===== config.mk =====
export PLATFORM = sky130hd
export DESIGN_NAME = rst_seq_ctrl
export DESIGN_NICKNAME = d
export VERILOG_FILES = /design/src/rtl/rst_seq_pkg.sv /design/src/rtl/sync_2ff.sv /design/src/rtl/rst_seq_ctrl.sv
export SDC_FILE = /design/constraint.sdc
export NUM_CORES = 1
export LEC_CHECK = 0
export ABC_AREA = 1
export BUFFER_PORTS_ARGS = -buffer_cell sky130_fd_sc_hd__buf_4
export CAP_MARGIN = 30
export CORE_ASPECT_RATIO = 0.75
export CORE_UTILIZATION = 29
export CTS_CLUSTER_DIAMETER = 120
export CTS_CLUSTER_SIZE = 20
export DETAILED_ROUTE_END_ITERATION = 7
export PLACE_DENSITY = 0.56
export SETUP_SLACK_MARGIN = 0.02
export SKIP_CTS_REPAIR_TIMING = 1
export SYNTH_ARGS = -nofsm -noshare
export SYNTH_HDL_FRONTEND = slang
export SYNTH_SLANG_ARGS = --single-unit

===== constraint.sdc =====
create_clock -name clk_i -period 1.54 [get_ports clk_i]
set_input_delay 0 -clock clk_i [delete_from_list [all_inputs] [get_ports clk_i]]
set_output_delay 0 -clock clk_i [all_outputs]
set_load 0.02 [all_outputs]

===== src/rtl/rst_seq_pkg.sv =====
// Shared types for the reset sequencer: FSM state encoding and an index-width helper.
// Pure declarations; no logic, no latency.
package rst_seq_pkg;

    localparam int STATE_W = 2;

    typedef enum logic [STATE_W-1:0] {
        WAIT_LOCK = 2'd0,
        HOLD      = 2'd1,
        RELEASE   = 2'd2,
        DONE      = 2'd3
    } state_t;

    // Bits needed to index n items, never less than one.
    function automatic int clog2_min1(input int n);
        int r;
        r = 1;
        for (int i = 1; i < 31; i++) begin
            if ((1 << i) < n) r = i + 1;
        end
        return r;
    endfunction

endpackage


===== src/rtl/sync_2ff.sv =====
// Generic two-flop synchroniser for asynchronous status inputs.
// Latency: 2 clocks; no backpressure, output follows input.
module sync_2ff #(
    parameter int W = 1
) (
    input  logic         i_clk,
    input  logic         i_rst,
    input  logic [W-1:0] i_d,
    output logic [W-1:0] o_q
);

    logic [W-1:0] r_meta;
    logic [W-1:0] r_sync;

    always_ff @(posedge i_clk or posedge i_rst) begin
        if (i_rst) begin
            r_meta <= '0;
            r_sync <= '0;
        end else begin
            r_meta <= i_d;
            r_sync <= r_meta;
        end
    end

    assign o_q = r_sync;

endmodule


===== src/rtl/rst_seq_ctrl.sv =====
// Lock-qualified reset sequencer: filters lock, holds all domains, then releases NUM_CH resets in order.
// Release at 2+LOCK_FILT+HOLD_CYC edges after lock, then every STEP_CYC; any lock loss or soft reset re-arms.
module rst_seq_ctrl
    import rst_seq_pkg::*;
#(
    parameter int NUM_CH    = 4,
    parameter int CNT_W     = 20,
    parameter int HOLD_CYC  = 20'hffff0,
    parameter int STEP_CYC  = 1024,
    parameter int LOCK_FILT = 16
) (
    input  logic               clk_i,
    input  logic               rst_i,
    input  logic               locked_i,
    input  logic               soft_rst_i,
    output logic [NUM_CH-1:0]  rst_n_o,
    output logic               done_o,
    output logic [STATE_W-1:0] state_o
);

    localparam int IDX_W = clog2_min1(NUM_CH);
    localparam int MAX_IV = (HOLD_CYC > STEP_CYC)
                          ? ((HOLD_CYC > LOCK_FILT) ? HOLD_CYC : LOCK_FILT)
                          : ((STEP_CYC > LOCK_FILT) ? STEP_CYC : LOCK_FILT);

    if (NUM_CH < 1 || NUM_CH > 16) begin : g_bad_num_ch
        $error("rst_seq_ctrl: NUM_CH must be 1..16");
    end
    if (HOLD_CYC < 1 || STEP_CYC < 1 || LOCK_FILT < 1) begin : g_bad_interval
        $error("rst_seq_ctrl: interval parameters must be >= 1");
    end
    if (CNT_W < 1 || (longint'(MAX_IV - 1) >> CNT_W) != 0) begin : g_bad_cnt_w
        $error("rst_seq_ctrl: CNT_W too narrow for the longest interval");
    end

    localparam logic [CNT_W-1:0] FILT_LAST = CNT_W'(LOCK_FILT - 1);
    localparam logic [CNT_W-1:0] HOLD_LAST = CNT_W'(HOLD_CYC - 1);
    localparam logic [CNT_W-1:0] STEP_LAST = CNT_W'(STEP_CYC - 1);
    localparam logic [IDX_W-1:0] IDX_LAST  = IDX_W'(NUM_CH - 1);

    logic              w_locked_s;
    logic              w_qual;
    state_t            r_state;
    logic [CNT_W-1:0]  r_cnt;
    logic [IDX_W-1:0]  r_idx;
    logic [NUM_CH-1:0] r_rst_n;
    logic              r_done;

    sync_2ff #(.W(1)) u_lock_sync (
        .i_clk (clk_i),
        .i_rst (rst_i),
        .i_d   (locked_i),
        .o_q   (w_locked_s)
    );

    // A qualifying edge is the only way forward; anything else re-arms from scratch.
    assign w_qual = w_locked_s & ~soft_rst_i;

    always_ff @(posedge clk_i or posedge rst_i) begin
        if (rst_i) begin
            r_state <= WAIT_LOCK;
            r_cnt   <= '0;
            r_idx   <= '0;
            r_rst_n <= '0;
            r_done  <= 1'b0;
        end else if (r_state == WAIT_LOCK) begin
            if (!w_qual) begin
                r_cnt <= '0;
            end else if (r_cnt == FILT_LAST) begin
                r_state <= HOLD;
                r_cnt   <= '0;
            end else begin
                r_cnt <= r_cnt + CNT_W'(1);
            end
        end else if (!w_qual) begin
            r_state <= WAIT_LOCK;
            r_cnt   <= '0;
            r_idx   <= '0;
            r_rst_n <= '0;
            r_done  <= 1'b0;
        end else begin
            case (r_state)
                HOLD: begin
                    if (r_cnt == HOLD_LAST) begin
                        r_rst_n[0] <= 1'b1;
                        r_cnt      <= '0;
                        if (NUM_CH == 1) begin
                            r_state <= DONE;
                            r_done  <= 1'b1;
                        end else begin
                            r_state <= RELEASE;
                            r_idx   <= IDX_W'(1);
                        end
                    end else begin
                        r_cnt <= r_cnt + CNT_W'(1);
                    end
                end
                RELEASE: begin
                    if (r_cnt == STEP_LAST) begin
                        for (int k = 0; k < NUM_CH; k++) begin
                            if (r_idx == IDX_W'(k)) r_rst_n[k] <= 1'b1;
                        end
                        r_cnt <= '0;
                        if (r_idx == IDX_LAST) begin
                            r_state <= DONE;
                            r_done  <= 1'b1;
                        end else begin
                            r_idx <= r_idx + IDX_W'(1);
                        end
                    end else begin
                        r_cnt <= r_cnt + CNT_W'(1);
                    end
                end
                default: begin
                    r_state <= r_state;
                end
            endcase
        end
    end

    assign rst_n_o = r_rst_n;
    assign done_o  = r_done;
    assign state_o = r_state;

endmodule


==> summary.md, run 1 <==
| Metric | Value |
|---|---|
| Min cycle time layout | 1620 ps |
| ANT cells | 0 |
| Die W | 102 microns |
| Per-cell routed wire length | 11.7 microns |
| FF-to-FF setup slack | -80 ps |
| CTS Buf Count | 5 |
| Clock Skew | 9.97 ps |
| Number of setup violations in the final report | 23 |
| Vias in the first global route | 1,870 |
| # port buffers | 10 |
| Number of buffers and inverters on the critical path | 2 |
| Max frequency | 617 MHz |
| Power density cells | 505 mW/mm^2 |
| Most frequent cells in the layout | 66 x buf_4, 64 x nand2_1, 40 x inv_1, 27 x nor2_1, 27 x dfrtp_1 |
| Via count | 2,079 |
| Largest net degree at the start of global routing | 31 |
| Post-Syn Area per Cell | between 7 and 8 sq um |
| R2R Path Start | state_o[0]$_DFFE_PP0P_ |
| Netlist cell types | 34 |
| Hold path start | soft_rst_i |
| Core area | 0.00703 sq mm |
| Mapped Area | 0.00217 sq mm |
| Worst-margin pin slew | between 400 and 500 ps |
| Fin crit share | 105% |
| RSZ-0062 raised after global routing | true |
| Leak Pwr | 1.59 nW |
| Initial antenna violation count | 0 |
| Hold path endpoint | rst_n_o[0]$_DFFE_PP0P_ |
| Worst Hold Class | input pin to flip-flop |
| Cell Area, Placed | 0.00272 sq mm |
| DRC Markers | 0 |
| Largest fanout on the critical path | 5 |
| Global-route wire length before repair | 8.97 mm |
| Initial DRC Count | 69 |
| Failing checks | setup timing |
| Clock Latency Late Sink | 280 ps |
| CP Capture Type | flip-flop |
| Die span in y | about 77 microns |
| CTS H-tree depth | 2 |
| Detail Placement HPWL | 3.97 mm |
| Die ar. | 0.00783 sq mm |
| CTS clk-pin slew, worst paths | around 70 ps |
| Overall routed net length | approximately 5.5 mm |
| I/O pins | 11 |
| Grt total ovfl | 0 |
| Max-slew violation count | 0 |
| Layout area overhead | 40.8% |
| Largest area contributor in the netlist | dfrtp_1 |
| Worst EP arrival | 1840 ps |
| Peak supply drop | 237 uV |
| Clock tree from TritonCTS | built |
| Final net count | 381 |
| Fin. Hold Viols | 0 |
| Status | complete, but fails checks |
| Final worst setup slack | -81.5 ps |
| Crit start category | flip-flop |
| Clock Path Buffers | 2 |
| MaxCap Viol Count | 0 |
| Min-Delay Path Depth | 4 |
| CP delay by family, top | compound AO/OA/AOI/OAI gates |
| FF+latch count, synth | 30 |
| Worst reg2reg endpoint | state_o[0]$_DFFE_PP0P_ |
| Synth Instances | 296 |
| Synth top area share | around a third |
| Post-route cell area | 0.00305 sq mm |
| Area contributors post-synth | dfrtp_1 35%, nand2_1 12%, inv_1 8.5% |
| Power consumption | 1.54 mW |
| Reg2Reg Depth | 8 |
| Worst Path Required | between 1500 and 2000 ps |
| Crit path cell chain | inv_2 > ha_4 > nand3b_4 > inv_1 > a21oi_1 > a21boi_0 > nand3_1 > nand2_1 |
| CTS root buf | clkbuf_8 |
| Initial Utilization | 30.9% |
| First drt pass iteration count | 4 |
| Share of cells above drive strength 1 | 40.7% |
| Max_slew headroom | 72.3% |
| Total GRT Usage | 14.6% |
| Clk sinks | 30 |
| Routed vias/inst | 4.45 |
| Commonest non-fill, non-tap cell in the layout | buf_4 |
| # rows | 26 |
| Critical path type | flip-flop to flip-flop |
| Register area share after synthesis | 34.6% |
| Final ANT Viol Nets | 0 |
| Placer Congestion | 0.856 |
| Slowest stage delay, CP | 370 ps |
| YS warnings | 0 |
| Mapped Nets | 308 |
| Critical-path top delay cell | dfrtp_2 |
## stage by stage
| step | utilization (%) | setup TNS, ps | hold WS, ps | setup slack [ps] | instances |
|---|---|---|---|---|---|
| finish | 43.4 | -1130 | 29.1 | -81.5 | 467 |
| global route | 43.4 | -4560 | 58.0 | -224 | 467 |
| CTS | 40.0 | -1900 | -177 | -131 | 454 |
| detailed placement | 38.7 | -1660 | 111 | -125 | 447 |
| global placement | 38.7 | -981 | 111 | -86.9 | 447 |
| floorplan | - | -640 | 31.4 | -78.0 | 296 |
## power by group
part | leakage, nW | internal [mW] | switching [mW] | total [mW]
Sequential | 0.409 | 0.793 | 0.00209 | 0.795
Combinational | 1.14 | 0.0317 | 0.0539 | 0.0856
Clock | 0.0443 | 0.355 | 0.308 | 0.662
## sequential cells by signal, summed over array words and instances (netlist names)
register and flops:
r_cnt 20, rst_n_o 3, r_idx 2, state_o 2
done_o 1, u_lock_sync.o_q 1, u_lock_sync.r_meta 1
## Yosys cell counts
cell,n
nand4_4,1
nand2_1,69
xor2_1,6
buf_6,3
buf_2,1
o21ai_0,7
a22oi_1,1
xnor2_1,1
or2_1,2
nor2_2,7
nand3b_2,1
nand3_4,2
nand3_2,6
dfrtp_1,30
inv_1,49
o31ai_1,2
buf_4,2
ha_1,8
nand4_1,7
o21ai_1,2
or2_2,3
nand2_2,3
nor2_1,32
o21bai_1,1
a21oi_2,1
and2_0,1
a21boi_0,1
nand4_2,1
nand3b_4,1
nand3_1,30
nor2_4,4
inv_2,5
a21oi_1,4
nor3_1,2
## metal layers
layer  GRT usage [%]  share of wire [%]  wire, microns  vias up
li1                -                  -              -     1072
met1            23.5                 57           3090      967
met2            19.1                 39           2120       34
met3            3.37                3.8            209        6
met4            3.00               0.81             44        0
met5               0                  0              0        -
## layout make-up
cell class	count	area, sq um
fillers	731	3970
multi-input cells	207	1320
flip-flops and latches	30	754
repair buffers	71	558
inverters	54	210
well taps	98	123
clock buffers	7	86.3
## worst max-delay path by stage
stage | startpoint | end | slack, ps | depth (start not counted)
floorplan | state_o[1]$_DFFE_PP0P_ | r_cnt[10]$_DFFE_PP0N_ | -80 | 11
global placement | state_o[0]$_DFFE_PP0P_ | state_o[0]$_DFFE_PP0P_ | -90 | 8
detailed placement | r_cnt[1]$_DFFE_PP0N_ | r_cnt[16]$_DFFE_PP0N_ | -130 | 10
CTS | r_cnt[1]$_DFFE_PP0N_ | r_cnt[18]$_DFFE_PP0N_ | -130 | 8
global route | r_cnt[4]$_DFFE_PP0N_ | r_cnt[15]$_DFFE_PP0N_ | -220 | 10
finish | state_o[0]$_DFFE_PP0P_ | state_o[0]$_DFFE_PP0P_ | -80 | 8
## cell families after synthesis
group	count (synthesis)	synth area share (%)
and+or+nand+nor	172	41.0
buffers and inverters	60	11.8
DFF	30	34.6
AOI/OAI and AO/OA	19	5.14
adders and majority gates	8	4.62
xor gates and xnor gates	7	2.83
## worst register-to-register path: stages (launching register included)
cell      delay [ps]
dfrtp_2          370
inv_2             50
ha_4             250
nand3b_4         160
inv_1            110
a21oi_1          170
a21boi_0         260
nand3_1          120
nand2_1           70
Power figures use the tool's default switching activity.
==> inputs of run 2 (changes only) <==
CORE_MARGIN = 4   (was default)
CORE_UTILIZATION = 30   (was 29)
PLACE_DENSITY = 0.57   (was 0.56)
==> run 2 against run 1 <==
Against the previous run:
- cell area increased by 0.94%
- the run still ends with setup timing left
- worst setup slack worse by 57 ps
- critical endpoint is now r_cnt[8]$_DFFE_PP0N_
- core utilization rose by 1.0 points
- first-iteration DRC count increased by 13%
- critical path depth increased by 3
- largest cell class unchanged
==> summary.md, run 2 (synthesis results as in run 1) <==
| Metric | Value |
|---|---|
| Status | complete, but fails checks |
| Failing checks | setup timing |
| DRC Markers | 0 |
| Clock tree from TritonCTS | built |
| Hold path start | soft_rst_i |
| FF-to-FF setup slack | -140 ps |
| R2R Path Start | r_cnt[0]$_DFFE_PP0N_ |
| Slowest stage delay, CP | between 300 and 400 ps |
| Die span in y | 81.6 microns |
| Most frequent cells in the layout | 60 x nand2_1, 59 x buf_4, 35 x inv_1, 28 x nor2_1, 25 x dfrtp_1 |
| Clock Path Buffers | 2 |
| Clock Latency Late Sink | about 280 ps |
| Hold path endpoint | rst_n_o[0]$_DFFE_PP0P_ |
| Fin crit share | 109% |
| Vias in the first global route | 1,911 |
| Number of setup violations in the final report | 25 |
| CP delay by family, top | simple AND/OR/NAND/NOR gates |
| Initial Utilization | 31.3% |
| Critical-path top delay cell | dfrtp_1 |
| CP Capture Type | flip-flop |
| Largest fanout on the critical path | 7 |
| Post-route cell area | between 0.003 and 0.004 sq mm |
| Crit path top cell by count | nand3_2 |
| First drt pass iteration count | 4 |
| Share of cells above drive strength 1 | 42.0% |
| Reg2Reg Depth | 11 |
| Layout area overhead | 42.1% |
| Worst reg2reg endpoint | r_cnt[8]$_DFFE_PP0N_ |
| Overall routed net length | 5.52 mm |
| Die W | 106 microns |
| Largest net degree at the start of global routing | 31 |
| CTS clk-pin slew, worst paths | 60 ps |
| CTS H-tree depth | 2 |
| Worst EP arrival | between 1500 and 2000 ps |
| ANT cells | 0 |
| Fin Setup TNS | -2310 ps |
| Commonest non-fill, non-tap cell in the layout | nand2_1 |
| Routed vias/inst | 4.45 |
| Max frequency | between 500 and 600 MHz |
| Max_slew headroom | around three quarters |
| # rows | 26 |
| Most flop-heavy register | r_cnt |
| Gate power share | 6.3% |
| Min cycle time layout | 1680 ps |
| Cell Area, Placed | 0.00270 sq mm |
| Critical path type | flip-flop to flip-flop |
| Post-layout util | 44.5% |
| Detail Placement HPWL | 4.01 mm |
| Fin. Hold Viols | 0 |
| Final ANT Viol Nets | 0 |
| Worst Path Required | 1720 ps |
| Die ar. | 0.00867 sq mm |
| Max-slew violation count | 0 |
| Clock Skew | 3.04 ps |
| Max reg flops | 20 |
| Crit path cell chain | ha_2 > nand3_4 > inv_2 > nand3_2 > nor2_2 > nand2_1 > nand3_2 > nand3_4 > clkbuf_16 > nand3_2 > inv_1 |
| Total GRT Usage | 13.4% |
| Initial DRC Count | 78 |
| Internal | roughly 1.2 mW |
| Placer Congestion | 0.818 |
| Crit start category | flip-flop |
| CTS root buf | clkbuf_8 |
| Clock share of power | 42.5% |
| Grt total ovfl | 0 |
| Final worst setup slack | -139 ps |
| Final net count | 375 |
| Core area | between 0.006 and 0.007 sq mm |
| Number of buffers and inverters on the critical path | 3 |
| MaxCap Viol Count | 0 |
| Power density cells | a little over 500 mW/mm^2 |
| CTS Buf Count | 5 |
| Seq pwr share | just over 50% |
| Worst Hold Class | input pin to flip-flop |
| Sw Pwr | approximately 0.36 mW |
| RSZ-0062 raised after global routing | true |
| Sw frac | a little under a quarter |
| Per-cell routed wire length | between 10 and 15 microns |
| Clk sinks | 30 |
| # port buffers | 10 |
| Via count | 2,055 |
| Peak supply drop | 252 uV |
| Global-route wire length before repair | slightly above 9 mm |
| Initial antenna violation count | 0 |
| I/O pins | 11 |
| Leak Pwr | between 1.5 and 2 nW |
| Min-Delay Path Depth | 4 |
| Worst-margin pin slew | 398 ps |
## run 2: cell count changes in the layout (fill, tap and decap cells not counted), sizes merged
cell,change
nand3,-1
clkbuf,+1
buf,-6
clkinv,+1
## run 2: worst max-delay path by stage
| stage | slack [ps] | to | depth (start not counted) | from |
|---|---|---|---|---|
| 5_1_grt | -260 | r_cnt[15]$_DFFE_PP0N_ | 11 | r_cnt[1]$_DFFE_PP0N_ |
| 3_3_place_gp | -110 | r_cnt[15]$_DFFE_PP0N_ | 10 | state_o[1]$_DFFE_PP0P_ |
| 3_5_place_dp | -170 | r_cnt[18]$_DFFE_PP0N_ | 10 | r_cnt[0]$_DFFE_PP0N_ |
| 4_1_cts | -180 | r_cnt[18]$_DFFE_PP0N_ | 10 | r_cnt[0]$_DFFE_PP0N_ |
| 6_report | -140 | r_cnt[8]$_DFFE_PP0N_ | 11 | r_cnt[0]$_DFFE_PP0N_ |
| 2_1_floorplan | -80 | r_cnt[10]$_DFFE_PP0N_ | 11 | state_o[1]$_DFFE_PP0P_ |
## run 2: layer usage
layer	global-route usage, %	wire length [microns]
met5	0	0
met4	3.62	72
met3	2.83	269
met2	18.8	2260
met1	20.4	2920
## run 2: layout make-up
cell class | instances | area (sq um)
Clock buffer | 7 | 86.3
Tap cell | 98 | 123
Fill cell | 714 | 3850
Inverter | 54 | 210
Multi-Input combinational cell | 206 | 1350
Clock inverter | 1 | 5.00
Sequential cell | 30 | 757
Timing Repair Buffer | 66 | 551
## run 2: metrics by stage
step	power, mW	cells	setup WS, ps	hold slack [ps]
global route	1.64	462	-257	34.5
global placement	0.880	444	-107	110
finish	1.55	462	-139	35.8
floorplan	0.853	296	-78.0	31.4
CTS	1.56	452	-182	-189
detailed placement	0.881	444	-169	110
## run 2: power groups by stage
stage | clock, mW | sequential (mW) | combinational, mW
floorplan | 0 | 0.810 | 0.0432
global placement | 0 | 0.810 | 0.0701
detailed placement | 0 | 0.810 | 0.0707
CTS | 0.691 | 0.795 | 0.0715
global route | 0.734 | 0.795 | 0.108
finish | 0.661 | 0.795 | 0.0977
## run 2: worst reg2reg max path, cell delays in order, from the launching register on
cell	delay, ps
dfrtp_1	360
ha_2	210
nand3_4	120
inv_2	100
nand3_2	100
nor2_2	110
nand2_1	60
nand3_2	90
nand3_4	130
clkbuf_16	200
nand3_2	60
inv_1	40
